File: src/rtl/instr_loader.sv
// Boot-time program loader: receives a framed byte stream, writes 16-bit words to
// instruction memory at byte addresses 0, 2, 4, ... and holds the core until a frame
// with a good checksum has loaded.
module instr_loader #(
    parameter int unsigned ADDR_WIDTH = 12,
    parameter int unsigned DATA_WIDTH = 16,
    parameter int unsigned MAX_WORDS  = 2048
) (
    input  logic                  clk,
    input  logic                  reset,
    input  logic                  in_valid,
    input  logic [7:0]            in_data,
    output logic                  in_ready,
    output logic                  mem_wr_en,
    output logic [ADDR_WIDTH-1:0] mem_addr,
    output logic [DATA_WIDTH-1:0] mem_wr_data,
    output logic                  cpu_hold,
    output logic                  done,
    output logic                  error,
    output logic [ADDR_WIDTH-1:0] words_loaded
);

    // Counter compare width: wide enough for both the 16-bit length and words_loaded + 1.
    localparam int unsigned CntW = (ADDR_WIDTH > 16) ? ADDR_WIDTH + 1 : 17;

    typedef enum logic [3:0] {
        StIdle,
        StLenHi,
        StLenLo,
        StDataHi,
        StDataLo,
        StWrite,
        StCheck,
        StDone,
        StError
    } state_e;

    state_e                state_q, state_d;
    logic [15:0]           len_q, len_d;
    logic [7:0]            chk_q, chk_d;
    logic [ADDR_WIDTH-1:0] addr_q, addr_d;
    logic [ADDR_WIDTH-1:0] words_q, words_d;
    logic [DATA_WIDTH-1:0] word_q, word_d;

    logic            accept;
    logic [15:0]     len_in;
    logic [CntW-1:0] words_next;
    logic [CntW-1:0] len_ext;

    assign accept     = in_valid & in_ready;
    // Full length as it becomes known while the low length byte is being accepted.
    assign len_in     = {len_q[15:8], in_data};
    assign words_next = CntW'(words_q) + CntW'(1);
    assign len_ext    = CntW'(len_q);

    assign mem_addr     = addr_q;
    assign mem_wr_data  = word_q;
    assign words_loaded = words_q;

    // Next-state, datapath updates and state-decoded outputs.
    always_comb begin
        state_d   = state_q;
        len_d     = len_q;
        chk_d     = chk_q;
        addr_d    = addr_q;
        words_d   = words_q;
        word_d    = word_q;
        in_ready  = (state_q != StWrite);
        mem_wr_en = (state_q == StWrite);
        done      = (state_q == StDone);
        error     = (state_q == StError);
        cpu_hold  = (state_q != StDone);

        unique case (state_q)
            // Sync hunt; a new sync byte also restarts after a finished or rejected frame.
            StIdle, StDone, StError: begin
                if (accept && in_data == 8'hA5) begin
                    state_d = StLenHi;
                    chk_d   = 8'h00;
                    addr_d  = '0;
                    words_d = '0;
                end
            end
            StLenHi: begin
                if (accept) begin
                    len_d[15:8] = in_data;
                    chk_d       = chk_q + in_data;
                    state_d     = StLenLo;
                end
            end
            StLenLo: begin
                if (accept) begin
                    len_d[7:0] = in_data;
                    chk_d      = chk_q + in_data;
                    if (len_in == 16'd0 || 32'(len_in) > MAX_WORDS) begin
                        state_d = StError;
                    end else begin
                        state_d = StDataHi;
                    end
                end
            end
            StDataHi: begin
                if (accept) begin
                    word_d[15:8] = in_data;
                    chk_d        = chk_q + in_data;
                    state_d      = StDataLo;
                end
            end
            StDataLo: begin
                if (accept) begin
                    word_d[7:0] = in_data;
                    chk_d       = chk_q + in_data;
                    state_d     = StWrite;
                end
            end
            // Single write cycle; input is stalled so the next byte waits here.
            StWrite: begin
                addr_d  = addr_q + ADDR_WIDTH'(2);
                words_d = words_q + ADDR_WIDTH'(1);
                if (words_next == len_ext) begin
                    state_d = StCheck;
                end else begin
                    state_d = StDataHi;
                end
            end
            StCheck: begin
                if (accept) begin
                    chk_d = chk_q + in_data;
                    if (chk_d == 8'h00) begin
                        state_d = StDone;
                    end else begin
                        state_d = StError;
                    end
                end
            end
            default: state_d = StIdle;
        endcase
    end

    // State and datapath registers; reset aborts any frame in flight.
    always_ff @(posedge clk or posedge reset) begin
        if (reset) begin
            state_q <= StIdle;
            len_q   <= '0;
            chk_q   <= '0;
            addr_q  <= '0;
            words_q <= '0;
            word_q  <= '0;
        end else begin
            state_q <= state_d;
            len_q   <= len_d;
            chk_q   <= chk_d;
            addr_q  <= addr_d;
            words_q <= words_d;
            word_q  <= word_d;
        end
    end

endmodule

File: config.mk
export PLATFORM = sky130hd
export DESIGN_NAME = instr_loader
export DESIGN_NICKNAME = d
export VERILOG_FILES = /design/src/rtl/instr_loader.sv
export SDC_FILE = /design/constraint.sdc
export NUM_CORES = 1
export LEC_CHECK = 0
export CAP_MARGIN = 0
export CORE_MARGIN = 4
export CORE_UTILIZATION = 54
export CTS_CLUSTER_DIAMETER = 150
export CTS_CLUSTER_SIZE = 8
export DETAILED_ROUTE_END_ITERATION = 8
export PLACE_DENSITY = 0.87
export SLEW_MARGIN = 15
export SYNTH_ARGS = -nofsm -noshare
export SYNTH_HDL_FRONTEND = slang
export SYNTH_SLANG_ARGS = --single-unit
export TNS_END_PERCENT = 10
File: constraint.sdc
create_clock -name clk -period 3.48 [get_ports clk]
set_clock_uncertainty 0.15 [all_clocks]
set_input_delay 0.696 -clock clk [delete_from_list [all_inputs] [get_ports clk]]
set_output_delay 0.696 -clock clk [all_outputs]
set_load 0.01 [all_outputs]
==> Word-level counts from Yosys, hierarchy flattened <==
Cells that the tools add are included.
{ "classes": {"n_addsub": 4, "n_lt_le_gt_ge": 1, "n_eq_ne": 19, "mux": 16, "bitwise_logic": 1, "reduce_logical": 16} }
{ "ops": {"columns": ["operator", "count"], "rows": [
  ["12-bit case mux with 2 select lines", 2],
  ["4-bit 2-to-1 mux", 8],
  ["4-bit case mux with 7 select lines", 1],
  ["13-bit by 16-bit equality test with 1-bit output", 1],
  ["4-bit by 3-bit equality test with 1-bit output, second input constant", 4],
  ["16-bit by 12-bit greater-than comparator with 1-bit output, second input constant", 1],
  ["16-bit logical NOT", 1],
  ["8-bit 2-to-1 mux", 2],
  ["8-bit case mux with 2 select lines", 1],
  ["12-bit by 1-bit adder with 13-bit output, second input constant", 1],
  ["12-bit by 1-bit adder with 12-bit output, second input constant", 1],
  ["12-bit by 2-bit adder with 12-bit output, second input constant", 1],
  ["12-bit 2-to-1 mux", 1],
  ["2-bit inequality test, second input constant", 6],
  ["2-bit AND reduction", 5],
  ["8-bit adder", 1],
  ["4-bit by 2-bit equality test with 1-bit output, second input constant", 2],
  ["8-bit equality test, second input constant", 1],
  ["8-bit logical NOT", 1],
  ["4-bit by 3-bit inequality test with 1-bit output, second input constant", 2],
  ["6-bit AND reduction", 1],
  ["5-bit OR reduction", 1],
  ["4-bit by 1-bit equality test with 1-bit output, second input constant", 1],
  ["4-bit equality test, second input constant", 1],
  ["other kinds (9)", 10]
]} }
{ "totals": {"regBits": 68, "in_bits": 11, "out_inout_bits": 45, "wordCells": 65} }

==> Logic depth before layout (Yosys ltp) <==
{ "logic_depth": {"ltp_word": 5, "ltp_mapped": 9, "depth_no_buf": 9} }

==> Least setup slack after synthesis <==
No wires, ideal clock.
{ "synth_path": {"path_type": "input port to flip-flop", "start": "in in_data[0]", "end": "reg state_q[2]", "setup_time_ns": 0.101, "arrival_ns": 2.707, "path_slack_ns": 0.522, "path_stages": 9, "path_buffers": 0, "cell_sequence": "ha_1 fa_1 xor2_1 nor3_1 nand2_1 or3_1 nor4_1 mux2i_1 o32ai_1"} }
{ "synth_via": {"elab_chain_len": 5, "elab_cells_between_ends": 9, "cone_classes": "1 x add/sub; 2 x eq/ne; 3 x mux; 3 x reduce/logical"} }
{ "synth_rtl": {"columns": ["element", "line_no", "text"], "rows": [
  ["start: declaration", "12", "input logic [7:0] in_data,"],
  ["8-bit adder", "128", "chk_d = chk_q + in_data;"],
  ["8-bit logical NOT", "129", "if (chk_d == 8'h00) begin"],
  ["4-bit 2-to-1 mux", "129", null],
  ["4-bit 2-to-1 mux", "127", "if (accept) begin"],
  ["4-bit case mux with 7 select lines", "74", "unique case (state_q)"],
  ["end signal: assignment", "143", "state_q <= StIdle;"],
  ["end signal: assignment", "150", "state_q <= state_d;"],
  ["end: declaration", "38", "state_e state_q, state_d;"]
]} }
Parallel ways exist; a longest one is shown, timed or not. The select of a mux whose other input is x is not followed.
A chain may end at the register's enable or synchronous reset.

==> Worst setup path after layout <==
Ends and elaborated chain as after synthesis.

==> flow_summary.yaml <==
status:
  status: "completed"
synthesis:
  ys_seq_area_share_pct: 44.68
  ys.flop_type: "dfrtp_1"
  synth_top_cells_by_area: "dfrtp_1, mux2_2, o21ai_0"
  synth_top_area_share_pct: 44.68
  synth-seq-cells: 67
  syn-num-nets: 393
  synth_warnings: 0
  synth_top_area_cell: "dfrtp_1"
  syn_inst: 372
  synth_cell_types: 58
  synth-compound-area-share_pct: 17.84
  syn_area_per_cell_um2: 10.09
  synth_top_family_by_area: "compound AO/OA/AOI/OAI gates"
  synth-edff-count: 0
  synth_area_um2: 3752
  postSynth.asyncResetShare_pct: 100.0
  muxShareOfSynthArea_pct: 9.870
  synthXorXnorAreaFrac_pct: 4.668
  synth_fa_ha_area_share_pct: 3.535
  yosys.area_share.simple_pct: 16.54
floorplan:
  rows: 30
  ios: 56
  die_x_um: 91.36
  initial_utilization_pct: 55.54
  die_y_um: 91.36
  coreArea_um2: 6756
  dieArea_um2: 8347
grt:
  antenna_found_initial: 0
  first_global_vias: 3152
  grt_max_degree: 38
  grt.overflow.total: 0
  gr-usage-all-layers_pct: 23.24
  grt_pass1_wl_um: 15410
sta:
  setup_viol: 0
  slew_violations: 0
  post-route-period-util_pct: 94.32
  slew_headroom_pct: 29.23
  fmaxAchievable_ghz: 0.3046
  hold_violations: 0
  grt_setup_unrepaired: "false"
  whs_ps: 359.4
  tightest_slew_ps: 1058
  fin_crit_ps: 3282
drt:
  drc_errors: 0
  vias: 3199
  wl_um: 9170
  antenna_left: 0
  vias_per_cell: 6.164
  drtIter0Drc: 269
  dr.pass1.iters: 5
  post_drt_wl_per_cell_um: 17.67
clock_network:
  cts-htree-levels: 3
  ctsLongestPathBuffers: 2
  root_buffer: "clkbuf_8"
  cts_tree: "yes"
  path_clk_slew_ps: 80
  post_cts_resized: 0
  ctsHoldBuffers: 0
  worstSkewPairLatency_ps: 350
  cts.sinks: 67
  postCtsSetupRepairBufs: 0
  numCtsBuffers: 9
cells_and_area:
  antennaDiodeCount: 0
  mostFrequentLayoutCells: "dfrtp_1, clkdlybuf4s50_1, o21ai_0"
  fill_cells: 492
  layout-drive-gt1-share_pct: 15.95
  area_delta_synth_final_pct: 23.57
  fin_nets: 455
  layout_commonest_cell: "dfrtp_1"
  final_core_util_pct: 68.63
run:
  drv_cap: 0
placed_design:
  post-dp-hpwl_um: 6470
  place_congestion: 0.9020
  port_buffers: 54
pwr:
  power_leakage_nw: 1.956
  powerDensity_nw_per_um2: 932.9
  peakVddDrop_mv: 0.5146
  totalPowerFinal_mw: 4.326
worst_setup_path:
  crit_fanout: 3
  cp-end-kind: "register"
  worstPathRequired_ps: 3570
  critPathArrivalTime_ps: 3370
  crit_type: "in -> reg"
  cp-start-kind: "primary input"
min_path:
  hold_path.class: "reg -> reg"
[cells in the mapped netlist (all sizes together) (8+ instances only)]
cell type	n
nor2	32
mux2	32
a21oi	13
o21ai	34
nand3	12
clkbuf	10
ha	9
dfrtp	67
xor2	9
nand2	27
buf	8
xnor2	11
a22o	9
[path summary, 6_finish.rpt]
check                                        startpoint                           end  slack, ps  depth (start not counted)
worst max register to register   state_q[0]$_DFFE_PP0P_  words_loaded[11]$_DFFE_PP0P_        540                          8
min in group asynchronous                         reset    mem_wr_data[3]$_DFFE_PP0P_        600                          2
worst min register to register  mem_addr[7]$_DFFE_PP0P_       mem_addr[7]$_DFFE_PP0P_        360                          1
worst max-delay path                         in_data[0]        state_q[2]$_DFFE_PP0P_        200                         11
worst min-delay path            mem_addr[7]$_DFFE_PP0P_       mem_addr[7]$_DFFE_PP0P_        360                          1
max in group asynchronous                         reset       mem_addr[8]$_DFFE_PP0P_       1950                          3
[cells by family (layout without fill, tap and decap cells)]
group                      count (synthesis)  after routing
AOI/OAI and AO/OA                         98             98
xor gates and xnor gates                  20             20
adders and majority gates                 10             10
buffers and inverters                     24             91
DFF                                       67             67
muxes                                     33             33
other                                      1              1
and+or+nand+nor                          119            119
[power by group]
group	total, mW	switching (mW)	internal, mW
registers	1.60	0.453	1.15
clock network	0.666	0.329	0.337
logic	2.06	0.951	1.11
[critical path, cell delays in order]
cell and delay [ps]:
clkdlybuf4s50_1 430, ha_1 260, fa_1 450, xor2_1 210, nor3_1 150, nand2_1 80, or3_1 390, nor4_1 240
buf_4 160, mux2i_1 60, o32ai_1 250
[flip-flops by register name (all words and copies together), names as in the netlist]
signal / flops
mem_addr: 11
len_q: 16
chk_q: 8
state_q: 4
mem_wr_data: 16
words_loaded: 12
[area by class of cell]
type | count | area (µm²) | share of cell area (%)
multi-input cells | 281 | 1972 | 42.53
clock buffers | 9 | 123.9 | 2.671
clock inverters | 7 | 76.32 | 1.646
inverters | 6 | 22.52 | 0.4857
well taps | 80 | 100.1 | 2.159
repair buffers | 69 | 665.6 | 14.36
flip-flops and latches | 67 | 1677 | 36.16
[metal layers]
layer	routed length [µm]	share of wire, %	vias up	GRT usage, %
met1	3963	43	1567	30.03
li1	-	-	1497	-
met4	202	2.2	0	9.548
met5	0	0	-	0
met3	567	6.2	19	5.468
met2	4437	48	116	37.52
[through the flow]
step / worst slack [ps] / setup TNS, ps / std cells / cell area, µm²
floorplan: 522.3 / 0 / 372 / 3752
global placement: -21.78 / -23.32 / 503 / 4437
detailed placement: -113.0 / -190.8 / 503 / 4437
CTS: 236.0 / 0 / 519 / 4637
global route: 49.77 / 0 / 519 / 4637
finish: 197.5 / 0 / 519 / 4637
(Power assumes the default switching activity.)
